==> config.mk <==
export PLATFORM = sky130hd
export DESIGN_NAME = com_sprom_rd_stream
export DESIGN_NICKNAME = d
export VERILOG_FILES = /design/src/rtl/com_sprom_pkg.sv /design/src/rtl/com_sync_fifo_sa.sv /design/src/rtl/com_sprom_rd_stream.sv
export SDC_FILE = /design/constraint.sdc
export NUM_CORES = 1
export LEC_CHECK = 0
export BUFFER_PORTS_ARGS = -buffer_cell sky130_fd_sc_hd__buf_2
export CAP_MARGIN = 40
export CORE_MARGIN = 1
export CORE_UTILIZATION = 55
export CTS_CLUSTER_SIZE = 20
export DETAILED_ROUTE_END_ITERATION = 12
export PLACE_DENSITY_LB_ADDON = 0.25
export SLEW_MARGIN = 20
export SYNTH_ARGS = -nofsm -noshare
export SYNTH_HDL_FRONTEND = slang
export SYNTH_SLANG_ARGS = --single-unit
==> constraint.sdc <==
create_clock -name clk -period 2.1 [get_ports clk]
set_clock_uncertainty 0.2 [all_clocks]
set_input_delay 0.315 -clock clk [delete_from_list [all_inputs] [get_ports clk]]
set_output_delay 0.315 -clock clk [all_outputs]
set_load 0.005 [all_outputs]
==> src/rtl/com_sprom_pkg.sv <==
// Shared types and helpers for the com_sprom read-side stream master.
package com_sprom_pkg;

    typedef enum logic [1:0] {
        IDLE  = 2'd0,
        ISSUE = 2'd1,
        DRAIN = 2'd2
    } rd_st_e;

    localparam int unsigned RD_LAT_MAX = 2;

    // Increment with wrap at depth; depth need not be a power of two.
    function automatic int unsigned wrap_inc(input int unsigned val, input int unsigned depth);
        return (val + 1 >= depth) ? 0 : val + 1;
    endfunction

endpackage

==> src/rtl/com_sync_fifo_sa.sv <==
// Small show-ahead FIFO with fall-through when empty and a synchronous flush.
module com_sync_fifo_sa #(
    parameter int unsigned WIDTH = 33,
    parameter int unsigned DEPTH = 2,
    localparam int unsigned CNT_W = $clog2(DEPTH + 1)
) (
    input  logic             clk,
    input  logic             rst_n,
    input  logic             flush,
    input  logic             push,
    input  logic [WIDTH-1:0] push_data,
    input  logic             pop,
    output logic             head_valid,
    output logic [WIDTH-1:0] head_data,
    output logic [CNT_W-1:0] count
);

    localparam int unsigned PTR_W = (DEPTH > 1) ? $clog2(DEPTH) : 1;
    localparam logic [PTR_W-1:0] LAST_PTR = PTR_W'(DEPTH - 1);

    logic [WIDTH-1:0] mem_q [DEPTH];
    logic [PTR_W-1:0] wr_ptr_q;
    logic [PTR_W-1:0] rd_ptr_q;
    logic [CNT_W-1:0] count_q;
    logic             empty;
    logic             do_pop;
    logic             do_write;
    logic             do_read;

    function automatic logic [PTR_W-1:0] ptr_inc(input logic [PTR_W-1:0] p);
        return (p == LAST_PTR) ? '0 : p + 1'b1;
    endfunction

    assign empty      = (count_q == '0);
    assign head_valid = ~empty | push;
    assign head_data  = !empty ? mem_q[rd_ptr_q] : (push ? push_data : '0);
    assign count      = count_q;

    // A word pushed into an empty FIFO and popped in the same cycle is never stored.
    assign do_pop   = pop & head_valid;
    assign do_write = push & ~(empty & do_pop);
    assign do_read  = do_pop & ~empty;

    always_ff @(posedge clk or negedge rst_n) begin
        if (!rst_n) begin
            wr_ptr_q <= '0;
            rd_ptr_q <= '0;
            count_q  <= '0;
            for (int i = 0; i < DEPTH; i++) begin
                mem_q[i] <= '0;
            end
        end else if (flush) begin
            wr_ptr_q <= '0;
            rd_ptr_q <= '0;
            count_q  <= '0;
        end else begin
            if (do_write) begin
                mem_q[wr_ptr_q] <= push_data;
                wr_ptr_q        <= ptr_inc(wr_ptr_q);
            end
            if (do_read) begin
                rd_ptr_q <= ptr_inc(rd_ptr_q);
            end
            count_q <= count_q + CNT_W'(do_write) - CNT_W'(do_read);
        end
    end

endmodule

==> src/rtl/com_sprom_rd_stream.sv <==
// Read-side master for com_sprom ROM wrappers: turns (addr, len) commands into a
// valid/ready word stream with last, absorbing the fixed ROM read latency.
module com_sprom_rd_stream
    import com_sprom_pkg::*;
#(
    parameter int unsigned DATA_W = 32,
    parameter int unsigned DEPTH  = 64,
    parameter int unsigned RD_LAT = 1,
    localparam int unsigned ADDR_W = $clog2(DEPTH)
) (
    input  logic              clk,
    input  logic              rst_n,
    input  logic              cmd_valid,
    output logic              cmd_ready,
    input  logic [ADDR_W-1:0] cmd_addr,
    input  logic [ADDR_W:0]   cmd_len,
    input  logic              abort,
    output logic              busy,
    output logic              rom_rd_en,
    output logic [ADDR_W-1:0] rom_rd_addr,
    input  logic [DATA_W-1:0] rom_rd_data,
    output logic              dout_valid,
    input  logic              dout_ready,
    output logic [DATA_W-1:0] dout_data,
    output logic              dout_last
);

    localparam int unsigned BUF_D = RD_LAT + 1;
    localparam int unsigned CNT_W = $clog2(BUF_D + 1);

    rd_st_e            state_q, state_d;
    logic [ADDR_W-1:0] addr_q, addr_d;
    logic [ADDR_W:0]   rem_q, rem_d;
    logic [RD_LAT-1:0] pipe_vld_q, pipe_vld_d;
    logic [RD_LAT-1:0] pipe_last_q, pipe_last_d;
    logic [CNT_W-1:0]  fifo_count;
    logic [CNT_W-1:0]  inflight;
    logic [DATA_W:0]   fifo_head;
    logic              credit;
    logic              issue;
    logic              cmd_fire;
    logic              is_last_rd;

    assign cmd_ready  = (state_q == IDLE);
    assign busy       = ~cmd_ready;
    assign cmd_fire   = cmd_valid & cmd_ready & ~abort;
    assign is_last_rd = (rem_q == (ADDR_W + 1)'(1));

    // Every issued read owns a FIFO slot until popped, so the buffer cannot overflow.
    assign credit = ({1'b0, fifo_count} + {1'b0, inflight}) < (CNT_W + 1)'(BUF_D);
    assign issue  = (state_q == ISSUE) & credit & ~abort;

    assign rom_rd_en   = issue;
    assign rom_rd_addr = addr_q;

    always_comb begin
        inflight = '0;
        for (int i = 0; i < RD_LAT; i++) begin
            inflight = inflight + CNT_W'(pipe_vld_q[i]);
        end
    end

    always_comb begin
        pipe_vld_d  = '0;
        pipe_last_d = '0;
        if (!abort) begin
            pipe_vld_d[0]  = issue;
            pipe_last_d[0] = issue & is_last_rd;
            for (int i = 1; i < RD_LAT; i++) begin
                pipe_vld_d[i]  = pipe_vld_q[i-1];
                pipe_last_d[i] = pipe_last_q[i-1];
            end
        end
    end

    always_comb begin
        state_d = state_q;
        addr_d  = addr_q;
        rem_d   = rem_q;
        unique case (state_q)
            IDLE: begin
                if (cmd_fire) begin
                    addr_d = cmd_addr;
                    rem_d  = cmd_len;
                    if (cmd_len != '0) begin
                        state_d = ISSUE;
                    end
                end
            end
            ISSUE: begin
                if (issue) begin
                    addr_d = ADDR_W'(wrap_inc(32'(addr_q), DEPTH));
                    rem_d  = rem_q - 1'b1;
                    if (is_last_rd) begin
                        state_d = DRAIN;
                    end
                end
            end
            DRAIN: begin
                if (dout_valid && dout_ready && dout_last) begin
                    state_d = IDLE;
                end
            end
            default: state_d = IDLE;
        endcase
        if (abort) begin
            state_d = IDLE;
        end
    end

    always_ff @(posedge clk or negedge rst_n) begin
        if (!rst_n) begin
            state_q     <= IDLE;
            addr_q      <= '0;
            rem_q       <= '0;
            pipe_vld_q  <= '0;
            pipe_last_q <= '0;
        end else begin
            state_q     <= state_d;
            addr_q      <= addr_d;
            rem_q       <= rem_d;
            pipe_vld_q  <= pipe_vld_d;
            pipe_last_q <= pipe_last_d;
        end
    end

    com_sync_fifo_sa #(
        .WIDTH(DATA_W + 1),
        .DEPTH(BUF_D)
    ) u_out_buf (
        .clk       (clk),
        .rst_n     (rst_n),
        .flush     (abort),
        .push      (pipe_vld_q[RD_LAT-1]),
        .push_data ({pipe_last_q[RD_LAT-1], rom_rd_data}),
        .pop       (dout_ready),
        .head_valid(dout_valid),
        .head_data (fifo_head),
        .count     (fifo_count)
    );

    assign dout_last = fifo_head[DATA_W];
    assign dout_data = fifo_head[DATA_W-1:0];

endmodule

### Word-level counts from Yosys, hierarchy flattened

Index checks and enable logic that the tools add are counted.

| operators by class | value |
|---|---|
| add/subtract/negate cells | 7 |
| magnitude comparators | 5 |
| equality and inequality tests | 10 |
| mux-type cells | 31 |
| bitwise operators | 16 |
| reductions and logical operators | 12 |

Operators by type and width:

| cell | count |
|---|---|
| 33-bit 2-to-1 mux | 6 |
| 66-bit bitwise mux | 1 |
| 33-bit demux with 1-bit select | 1 |
| 6-bit 2-to-1 mux | 3 |
| 2-bit 2-to-1 mux | 7 |
| 7-bit 2-to-1 mux | 2 |
| 7-bit case mux with 2 select lines | 1 |
| 6-bit case mux with 2 select lines | 1 |
| 1-bit AND | 9 |
| 3-bit inequality test, second input constant | 3 |
| 1-bit 2-to-1 mux | 8 |
| 6-bit by 1-bit adder with 7-bit output, second input constant | 1 |
| 7-bit by 1-bit == test with 1-bit output, second input constant | 1 |
| 7-bit greater-or-equal comparator, second input constant | 1 |
| 7-bit nonzero test | 1 |
| 7-bit by 1-bit subtractor with 7-bit output, second input constant | 1 |
| 3-bit by 1-bit inequality test with 1-bit output, second input constant | 2 |
| 2-bit case mux with 3 select lines | 1 |
| 2-bit nonzero test | 3 |
| 5-bit AND reduction | 1 |
| 2-bit greater-or-equal comparator, second input constant | 2 |
| 2-bit zero test | 2 |
| 1-bit NOT | 4 |
| 1-bit NOT with 2-bit output | 2 |
| 14 further kinds | 17 |

| storage, ports and cells | value |
|---|---|
| register bits after elaboration | 87 |
| input port bits | 50 |
| output and inout bits | 43 |

### Longest topological paths before layout

Gate-level depths: netlist (run 1).

| logic depth | value |
|---|---|
| depth in word-level cells | 10 |
| mapped depth | 7 |

### Cells and area by module

Synthesis (run 1) repeated with hierarchy kept, for this count alone.

| unflattened totals | value |
|---|---|
| cells, all modules | 400 |
| area, all modules | 4665.7 um^2 |

By module, submodules not included:

| module | times used | cells an instance | area an instance (um^2) |
|---|---|---|---|
| com_sync_fifo_sa | 1 | 277 | 3562.2 |
| com_sprom_rd_stream | 1 | 123 | 1103.6 |

### Worst setup path after synthesis (run 1)

OpenSTA, ideal clock, no wires.

| path | value |
|---|---|
| path type | flip-flop to output port |
| start point | register u_out_buf.count_q[1] (netlist: u_out_buf.count[1]) |
| end point | output port dout_data[0] |
| arrival time | 1.451 ns |
| required time | 1.585 ns |
| path slack | 0.134 ns |
| stages on the path, launching flop included | 6 |
| cells stage by stage | dfrtp_1 nor2_1 clkbuf_1 buf_1 nand3_1 o21ai_0 |

| on the way | value |
|---|---|
| word-level cells in the longest chain between the ends | 2 |

RTL lines:

| what | RTL line | text |
|---|---|---|
| start: declaration | com_sync_fifo_sa.sv:24 | `logic [CNT_W-1:0] count_q;` |
| start signal: assignment | com_sync_fifo_sa.sv:64 | `count_q <= count_q + CNT_W'(do_write) - CNT_W'(do_read);` |
| 2-bit zero test | com_sync_fifo_sa.sv:34 | `assign empty = (count_q == '0);` |
| 33-bit 2-to-1 mux | com_sync_fifo_sa.sv:36 | `assign head_data = !empty ? mem_q[rd_ptr_q] : (push ? push_data : '0);` |
| end: declaration | com_sprom_rd_stream.sv:24 | `output logic [DATA_W-1:0] dout_data,` |

No other way between the ends.

### Worst setup path in the final report (run 1)

| path | value |
|---|---|
| start point | register u_out_buf.count_q[0] (netlist: u_out_buf.count[0]) |
| end point | output port dout_data[18] |

The elaborated chain is that of the path after synthesis.

==> flow_summary.yaml, run 1 <==
timing:
  whs_ps: 12.2
  rsz0062_at_grt: "yes"
  finalHoldViolCount: 0
  fin_tns_setup_ps: 0
  finalSetupViolations: 0
  tightest_slew_ps: 627
  slew_viol_final: 0
  fin_crit_ps: 2100
  period_share: 1.00
  max_freq_mhz: 476
  slew_headroom: 0.579
routing:
  via_count: 3471
  wl_um: 10000
  drt_iter0_drc: 127
  ant_nets: 0
  avgViaCountPerCell: 5.70
  dr.pass1.iters: 5
  route.detailed.drc: 0
  routedWlPerCell_um: 16.4
logic_synthesis:
  netlist_area_mm2: 0.00444
  muxShareOfSynthArea: 0.240
  ys_types: 43
  synth_xor_area_frac: 0.00790
  synthAdderAreaFrac: 0.0141
  async_flop_share: 1.00
  synth_top_family_by_area: "multiplexers"
  yosysSeqAreaShare: 0.491
  synth_edf_count: 0
  synth_compound_area_frac: 0.100
  synth_nets: 451
  synth.avg_cell_area_um2: 11.2
  ys_ff_latch: 87
  dominantRegCellSynth: "dfrtp_1"
  yosys.area_share.simple: 0.107
  ys_warn_count: 0
  syn_inst: 396
setup_path:
  cp-start-kind: "flop"
  critical_path.endpoint_type: "output port"
  worst-path-buf-inv: 3
  r2r_slack_ps: 0.9
  cp.arrival_ps: 1580
  crit_required_ps: 1580
  critPathKind: "reg2out"
  slowest_delay_ps: 450
  path_max_fanout: 18
  crit_chain: "nor2_4, buf_4, buf_16, o21ai_0, buf_2"
  slowest_stage: "dfrtp_2"
  rr_startpoint: "u_out_buf.count[0]"
  path_delay_family: "buffers and inverters"
  crit_start: "u_out_buf.count[0]"
global_route:
  grt_use_met1: 0.338
  grt_pass1_vias: 3516
  grt_pass1_wl_um: 16700
  use_met2: 0.416
  gr-usage-met3: 0.0340
  overflow: 0
  grt_max_degree: 31
  track_usage: 0.250
  top_usage_layer: "met2"
  antenna_found_initial: 0
final_layout:
  drive_gt1_frac: 0.422
  nNetsFinal: 557
  n_antenna_cell: 0
  fin_area_mm2: 0.00558
  fin_util: 0.718
  area.growth.synth_to_final_pct: 25.7
place:
  dp_hpwl_um: 6300
  placed_area_mm2: 0.00509
  io_buffers: 92
  routabilityCongestion: 0.854
clock_network:
  cts-root-buf: "clkbuf_8"
  path_clk_slew_ps: 90
  clk_latency_ps: 340
  cts.sinks: 87
  clock_path_buffers: 2
  numCtsBuffers: 9
  cts_tree: "yes"
  h-tree-depth: 3
power_and_ir_drop:
  power.switching_uw: 2360
  ir_drop_v: 0.000622
  powerDensity_mw_per_mm2: 1230
  post-layout-total-power_uw: 6870
  pwr-share-clk: 0.204
  power.leakage_uw: 0.00259
  switching_share: 0.344
  p_comb_frac: 0.418
  p_int_uw: 4510
  seqPwrFrac: 0.378
floorplanning:
  core.rowCount: 32
  chipHeight_um: 91.8
  initial_core_util: 0.571
  ios: 93
  die-area_mm2: 0.00843
  die_w_um: 91.8
  core-area_mm2: 0.00777
worst_hold_path:
  hp-class: "in2reg"
  hp-start: "cmd_addr[1]"
flow_run:
  max_cap_viol_count: 0
status:
  status: "completed"
==> tightest hold or removal path, cell delays in order <==
cell,delay (ps)
buf_2,90
nand2_1,40
a31oi_1,70
==> final timing paths <==
path / endpoint / cells after the start
max reg2reg: u_out_buf.mem_q[22] / 7
min reg2reg: u_out_buf.mem_q[35] / 1
max in group asynchronous: u_out_buf.rd_ptr_q / 3
min in group asynchronous: u_out_buf.mem_q[36] / 2
max: dout_data[18] / 5
min: rom_rd_addr[1] / 3
==> power by group through the flow <==
| stage | clock, uW | combinational [uW] | sequential, uW |
|---|---|---|---|
| after CTS | 1430 | 2810 | 2580 |
| after global placement | 0 | 2410 | 2590 |
| after floorplan | 0 | 1690 | 2500 |
| after detailed placement | 0 | 2480 | 2630 |
| after global routing | 1510 | 3180 | 2670 |
| final | 1400 | 2870 | 2600 |
==> Yosys cell counts, drive strengths merged, types with 7 or more instances <==
cell type	n	area (um^2)
a21oi	15	75.1
buf	16	103
clkbuf	12	45.0
dfrtp	87	2180
inv	8	30.0
mux2	66	743
mux2i	32	320
nand2	8	30.0
nand3	39	195
nor2	16	60.1
nor3	7	46.3
o21ai	41	205
==> flip-flops by register name, indices dropped and copies added (netlist names) <==
register,cells
pipe_last_q,1
pipe_vld_q,1
rem_q,7
rom_rd_addr,6
state_q,2
u_out_buf.count,2
u_out_buf.mem_q,66
u_out_buf.rd_ptr_q,1
u_out_buf.wr_ptr_q,1
==> cells by family after synthesis <==
logic type | Yosys count
AO/OA/AOI/OAI | 76
XOR/XNOR | 4
adder cells (fa/ha/maj) | 5
buffers and inverters | 36
flip-flops | 87
multiplexers | 98
AND/OR/NAND/NOR | 90
==> per-layer routing <==
metal	up-vias	wire length, um
met4	0	167
li1	1650	-
met5	-	0
met2	85	5040
met3	15	410
met1	1721	4400
==> per-stage QoR <==
step	worst slack, ps	cells
floorplan	134	396
global placement	162	580
detailed placement	104	581
CTS	-5.06	603
global route	-87.1	609
finish	0.879	609
==> layout by cell type (no fill, tap or decap), drive strengths merged, types with 7 or more instances in the layout <==
master / Yosys / layout
a21oi: 15 / 15
clkbuf: 12 / 11
dfrtp: 87 / 87
mux2i: 32 / 32
mux2: 66 / 66
nand3: 39 / 39
buf: 16 / 119
nor3: 7 / 7
nand2: 8 / 8
nor2: 16 / 16
inv: 8 / 9
o21ai: 41 / 41
==> repair_timing <==
item | in CTS | in global routing
endpoints found under the setup margin | 33 | 100
pin swaps | 1 | 2
gates cloned | 1 | 3
hold buffers | 2 | 0
resized for setup | 9 | 21
setup buffers | 3 | 3
endpoints found under the hold margin | 52 | 0
==> final cells by class <==
class	count	area, um^2
fillers	579	2190
flip-flops and latches	87	2180
multi-input cells	273	2140
repair buffers	123	855
well taps	102	128
clock buffers	9	124
clock inverters	7	120
inverters	8	30.0
(Power assumes the default switching activity.)
==> inputs of run 2 (changes only) <==
--- a/config.mk
+++ b/config.mk
@@ -12,6 +12,7 @@
 export CTS_CLUSTER_SIZE = 20
 export DETAILED_ROUTE_END_ITERATION = 12
 export PLACE_DENSITY_LB_ADDON = 0.25
+export REMOVE_ABC_BUFFERS = 1
 export SLEW_MARGIN = 20
 export SYNTH_ARGS = -nofsm -noshare
 export SYNTH_HDL_FRONTEND = slang
==> run 2 against run 1 <==
Net effect:
- the run now ends with negative setup slack left
- register-to-register slack improved by 40 ps
- non-clock buffer count rose by 1
- sequential share of layout area fell by 0.053 points
- core utilization rose by 0.097 points
- via count rose by 3.7%
- maximum frequency fell by 1.5%
- largest power group unchanged
- highest routed layer unchanged
==> flow_summary.yaml, run 2 (same netlist as run 1, synthesis figures left out) <==
status:
  status: "finished, violations left"
  violations: "negative setup slack"
clock_network:
  numCtsBuffers: 9
  clock_path_buffers: 2
  h-tree-depth: 3
  cts.sinks: 87
  clk_latency_ps: 340
  path_clk_slew_ps: 100
  cts-root-buf: "clkbuf_8"
  cts_tree: "yes"
routing:
  wl_um: 10500
  avgViaCountPerCell: 5.90
  drt_iter0_drc: 160
  ant_nets: 0
  dr.pass1.iters: 4
  routedWlPerCell_um: 17.2
  route.detailed.drc: 0
  via_count: 3600
power_and_ir_drop:
  post-layout-total-power_uw: 7390
  ir_drop_v: 0.000480
  power.leakage_uw: 0.00261
  powerDensity_mw_per_mm2: 1320
floorplanning:
  ios: 93
  core-area_mm2: 0.00777
  initial_core_util: 0.571
  die-area_mm2: 0.00843
  die_w_um: 91.8
  core.rowCount: 32
  chipHeight_um: 91.8
final_layout:
  largest_register_ffs: 66
  top_register: "u_out_buf.mem_q"
  drive_gt1_frac: 0.427
  final_cell_mix: "buf_2 (91), dfrtp_1 (86), mux2_2 (63)"
  nNetsFinal: 558
  n_antenna_cell: 0
  area.growth.synth_to_final_pct: 25.9
  layout_commonest_cell: "buf_2"
  fillerInstances: 560
timing:
  finalSetupViolations: 7
  finalHoldViolCount: 0
  period_share: 1.02
  max_freq_mhz: 469
  slew_headroom: 0.611
  fin_tns_setup_ps: -114
  fin_ws_ps: -32.1
  fin_crit_ps: 2130
  tightest_slew_ps: 579
  slew_viol_final: 0
  rsz0062_at_grt: "yes"
setup_path:
  slowest_delay_ps: 420
  crit_chain: "nor2_4, buf_12, a211oi_2, a21oi_1, buf_2"
  cp-start-kind: "flop"
  slowest_stage: "dfrtp_1"
  critPathKind: "reg2out"
  cp.arrival_ps: 1620
  crit_required_ps: 1580
  path_max_fanout: 13
  critical_path.endpoint_type: "output port"
global_route:
  antenna_found_initial: 0
  grt_max_degree: 38
  track_usage: 0.254
  grt_pass1_wl_um: 17100
  grt_pass1_vias: 3566
  overflow: 0
worst_hold_path:
  hp-class: "in2reg"
place:
  dp_hpwl_um: 6630
  routabilityCongestion: 0.820
  io_buffers: 92
flow_run:
  max_cap_viol_count: 0
## run 2: changes by cell type in the layout (fill, tap and decap cells not counted), moves of 2 or more
| cell | before | now |
|---|---|---|
| mux2_2 | 56 | 63 |
| dfrtp_1 | 84 | 86 |
| dfrtp_2 | 3 | 0 |
| o21ai_1 | 7 | 16 |
| o21ai_0 | 34 | 20 |
| buf_8 | 0 | 2 |
| o21ai_2 | 0 | 5 |
| mux2_4 | 8 | 0 |
## run 2: area by class of cell
cell class | count | area, um^2 | area share
clock buffer | 9 | 124 | 0.0222
clock inverter | 7 | 128 | 0.0229
inverter | 8 | 30.0 | 0.00538
multi-input combinational | 273 | 2120 | 0.380
sequential | 87 | 2180 | 0.391
tap | 102 | 128 | 0.0229
timing repair buffer | 124 | 875 | 0.157
## run 2: critical path: cells and delay by family (launching register included)
family / cells / cell delay (ps)
flip-flops: 1 / 420
buffers and inverters: 2 / 330
AND/OR/NAND/NOR: 1 / 290
AO/OA/AOI/OAI: 2 / 230
## run 2: metrics by stage
stage | worst slack [ps] | instances | hold slack [ps] | util | instance area [um^2]
after detailed placement | 154 | 582 | 112 | 0.658 | 5110
final | -32.1 | 610 | 15.0 | 0.719 | 5580
after CTS | -52.6 | 607 | 2.28 | 0.707 | 5490
after global routing | -118 | 610 | 5.49 | 0.719 | 5580
after floorplan | -1530 | 368 | -181 | - | 4290
after global placement | 225 | 582 | 112 | 0.658 | 5110
## run 2: timing repair
item	4_1_cts	5_1_grt
endpoints found under the hold margin	34	0
hold buffers	1	0
endpoints found under the setup margin	20	35
buffers inserted	6	1
gates cloned	2	3
pin swaps	1	5
resized for setup	6	32
## run 2: layer usage
layer / track usage / up-vias / routed length (um)
li1: - / 1658 / -
met1: 0.337 / 1833 / 4560
met5: 0 / - / 0
met4: 0.0417 / 0 / 40
met2: 0.438 / 105 / 5290
met3: 0.0522 / 4 / 626
## run 2: final timing paths
| check | startpoint | end | slack (ps) | cells after the start |
|---|---|---|---|---|
| min reg2reg | u_out_buf.mem_q[35] | u_out_buf.mem_q[35] | 300 | 1 |
| max in group asynchronous | rst_n | u_out_buf.wr_ptr_q | 860 | 3 |
| max | u_out_buf.count[1] | dout_last | -30 | 5 |
| min in group asynchronous | rst_n | u_out_buf.mem_q[43] | 260 | 2 |
| min | rom_rd_data[20] | u_out_buf.mem_q[20] | 20 | 2 |
| max reg2reg | u_out_buf.count[1] | u_out_buf.mem_q[26] | 40 | 6 |
## run 2: where the power goes
group          switching [uW]  internal, uW  leakage, uW
logic                    1570          1740      0.00137
registers                 401          2230      0.00112
clock network             644           810     0.000126
==> inputs of run 3 (changes only) <==
--- a/config.mk
+++ b/config.mk
@@ -17,3 +17,4 @@
 export SYNTH_ARGS = -nofsm -noshare
 export SYNTH_HDL_FRONTEND = slang
 export SYNTH_SLANG_ARGS = --single-unit
+export TNS_END_PERCENT = 10
==> run 3 against run 2 <==
Net effect:
- highest routed layer unchanged
- non-clock buffer count down 7
- final area fell by 2.2%
- wire length is 6.5% lower
- hold slack about the same
- die area unchanged
- critical path depth is 1 lower
- global-route usage fell by 0.47 points
- final cell count down 1.1%
- register-to-register slack about the same
- via count shrank 3.5%
- setup slack got worse by 8.2 ps
- the flow still finishes with violations (negative setup slack)
- largest cell class unchanged
==> flow_summary.yaml, run 3 (same netlist as run 1, synthesis figures left out) <==
status:
  status: "finished, violations left"
  violations: "negative setup slack"
floorplanning:
  die_w_um: 91.8
  initial_core_util: 0.571
  chipHeight_um: 91.8
  core-area_mm2: 0.00777
  core.rowCount: 32
  die-area_mm2: 0.00843
  ios: 93
global_route:
  overflow: 0
  antenna_found_initial: 0
  grt_pass1_vias: 3523
  track_usage: 0.249
  grt_pass1_wl_um: 16700
  grt_max_degree: 38
timing:
  fin_crit_ps: 2140
  rsz0062_at_grt: "yes"
  period_share: 1.02
  slew_viol_final: 0
  slew_headroom: 0.518
  finalSetupViolations: 4
  finalHoldViolCount: 0
  fin_ws_ps: -40.4
  max_freq_mhz: 467
  whs_ps: 15.0
  tightest_slew_ps: 723
setup_path:
  crit_start: "u_out_buf.rd_ptr_q"
  crit_chain: "buf_12, mux2i_1, o21ai_0, buf_2"
  critical_path.endpoint_type: "output port"
  slowest_delay_ps: 560
  cp.arrival_ps: 1630
  path_max_fanout: 15
  worst_r2r_endpoint: "u_out_buf.mem_q[26]"
  rr_startpoint: "u_out_buf.count[0]"
  slowest_stage: "dfrtp_4"
  crit_end: "dout_data[25]"
  critPathKind: "reg2out"
  cp-start-kind: "flop"
  r2r_slack_ps: 40
  ff2ff_path_depth: 6
  crit_required_ps: 1580
routing:
  route.detailed.drc: 0
  drt_iter0_drc: 128
  via_count: 3475
  wl_um: 9840
  avgViaCountPerCell: 5.76
  routedWlPerCell_um: 16.3
  ant_nets: 0
  dr.pass1.iters: 4
final_layout:
  drive_gt1_frac: 0.411
  stdcell_count: 603
  final_cell_mix: "buf_2 (91), dfrtp_1 (85), mux2_2 (63)"
  area.growth.synth_to_final_pct: 23.1
  layout_commonest_cell: "buf_2"
  nNetsFinal: 551
  top_register: "u_out_buf.mem_q"
  n_antenna_cell: 0
  largest_register_ffs: 66
flow_run:
  max_cap_viol_count: 0
clock_network:
  clk_latency_ps: 350
  cts.sinks: 87
  h-tree-depth: 3
  clock_path_buffers: 2
  cts_tree: "yes"
  numCtsBuffers: 9
  cts-root-buf: "clkbuf_8"
  path_clk_slew_ps: 90
power_and_ir_drop:
  power.leakage_uw: 0.00254
  powerDensity_mw_per_mm2: 1270
  ir_drop_v: 0.000542
  post-layout-total-power_uw: 6950
place:
  placedCellCount: 582
  routabilityCongestion: 0.820
  io_buffers: 92
  dp_hpwl_um: 6630
worst_hold_path:
  hp-class: "in2reg"
[run 3: cell types whose count changed in the layout (fill, tap and decap cells not counted), moves of 2 or more]
cell       previous run  this run
buf_4                17        15
buf_8                 2         0
clkbuf_16             2         0
o21ai_0              20        18
o21ai_1              16        22
o21ai_2               5         1
[run 3: worst max-delay path, delay by kind of cell, from the launching register on]
kind | cells | cell delay [ps]
AOI/OAI and AO/OA | 1 | 240
muxes | 1 | 120
DFF | 1 | 560
buffers and inverters | 2 | 360
[run 3: cell type report]
class | count | area, um^2
fillers | 581 | 2300
flip-flops and latches | 87 | 2180
multi-input cells | 273 | 2100
repair buffers | 117 | 768
clock inverters | 7 | 128
well taps | 102 | 128
clock buffers | 9 | 124
inverters | 8 | 30.0
[run 3: where the power goes]
part / switching [uW] / internal [uW] / leakage [uW] / total [uW]
Combinational: 1400 / 1490 / 0.00130 / 2890
Sequential: 392 / 2230 / 0.00112 / 2620
Clock: 637 / 810 / 0.000126 / 1450
[run 3: worst min path at each step]
stage	start	end	slack, ps	cells past startpoint
after floorplan	rst_n	pipe_last_q	-180	0
after global routing	rom_rd_data[23]	u_out_buf.mem_q[56]	10	2
after global placement	rst_n	u_out_buf.mem_q[43]	110	1
after detailed placement	rst_n	u_out_buf.mem_q[43]	110	1
final	cmd_addr[1]	rom_rd_addr[1]	20	3
after CTS	cmd_addr[1]	rom_rd_addr[1]	2	3
[run 3: per-stage QoR]
| stage | area [um^2] | setup TNS (ps) | worst slack [ps] | util |
|---|---|---|---|---|
| after floorplan | 4290 | -131620 | -1530 | - |
| after global placement | 5110 | 0 | 225 | 0.658 |
| after detailed placement | 5110 | 0 | 154 | 0.658 |
| after CTS | 5440 | -405 | -61.7 | 0.700 |
| after global routing | 5460 | -1700 | -119 | 0.703 |
| final | 5460 | -85.5 | -40.4 | 0.703 |
[run 3: metal layers]
layer | vias up | track usage | share of wire
li1 | 1639 | - | -
met1 | 1734 | 0.331 | 0.44
met2 | 98 | 0.428 | 0.50
met3 | 4 | 0.0522 | 0.054
met4 | 0 | 0.0417 | 0.0041
met5 | - | 0 | 0
[run 3: what timing repair did]
action | in CTS | in global routing
cloned | 1 | 0
setup endpoints to repair | 20 | 64
resized for setup | 6 | 25
pin swaps | 1 | 1
hold endpoints to repair | 34 | 0
setup buffers | 2 | 1
hold buffers | 1 | 0
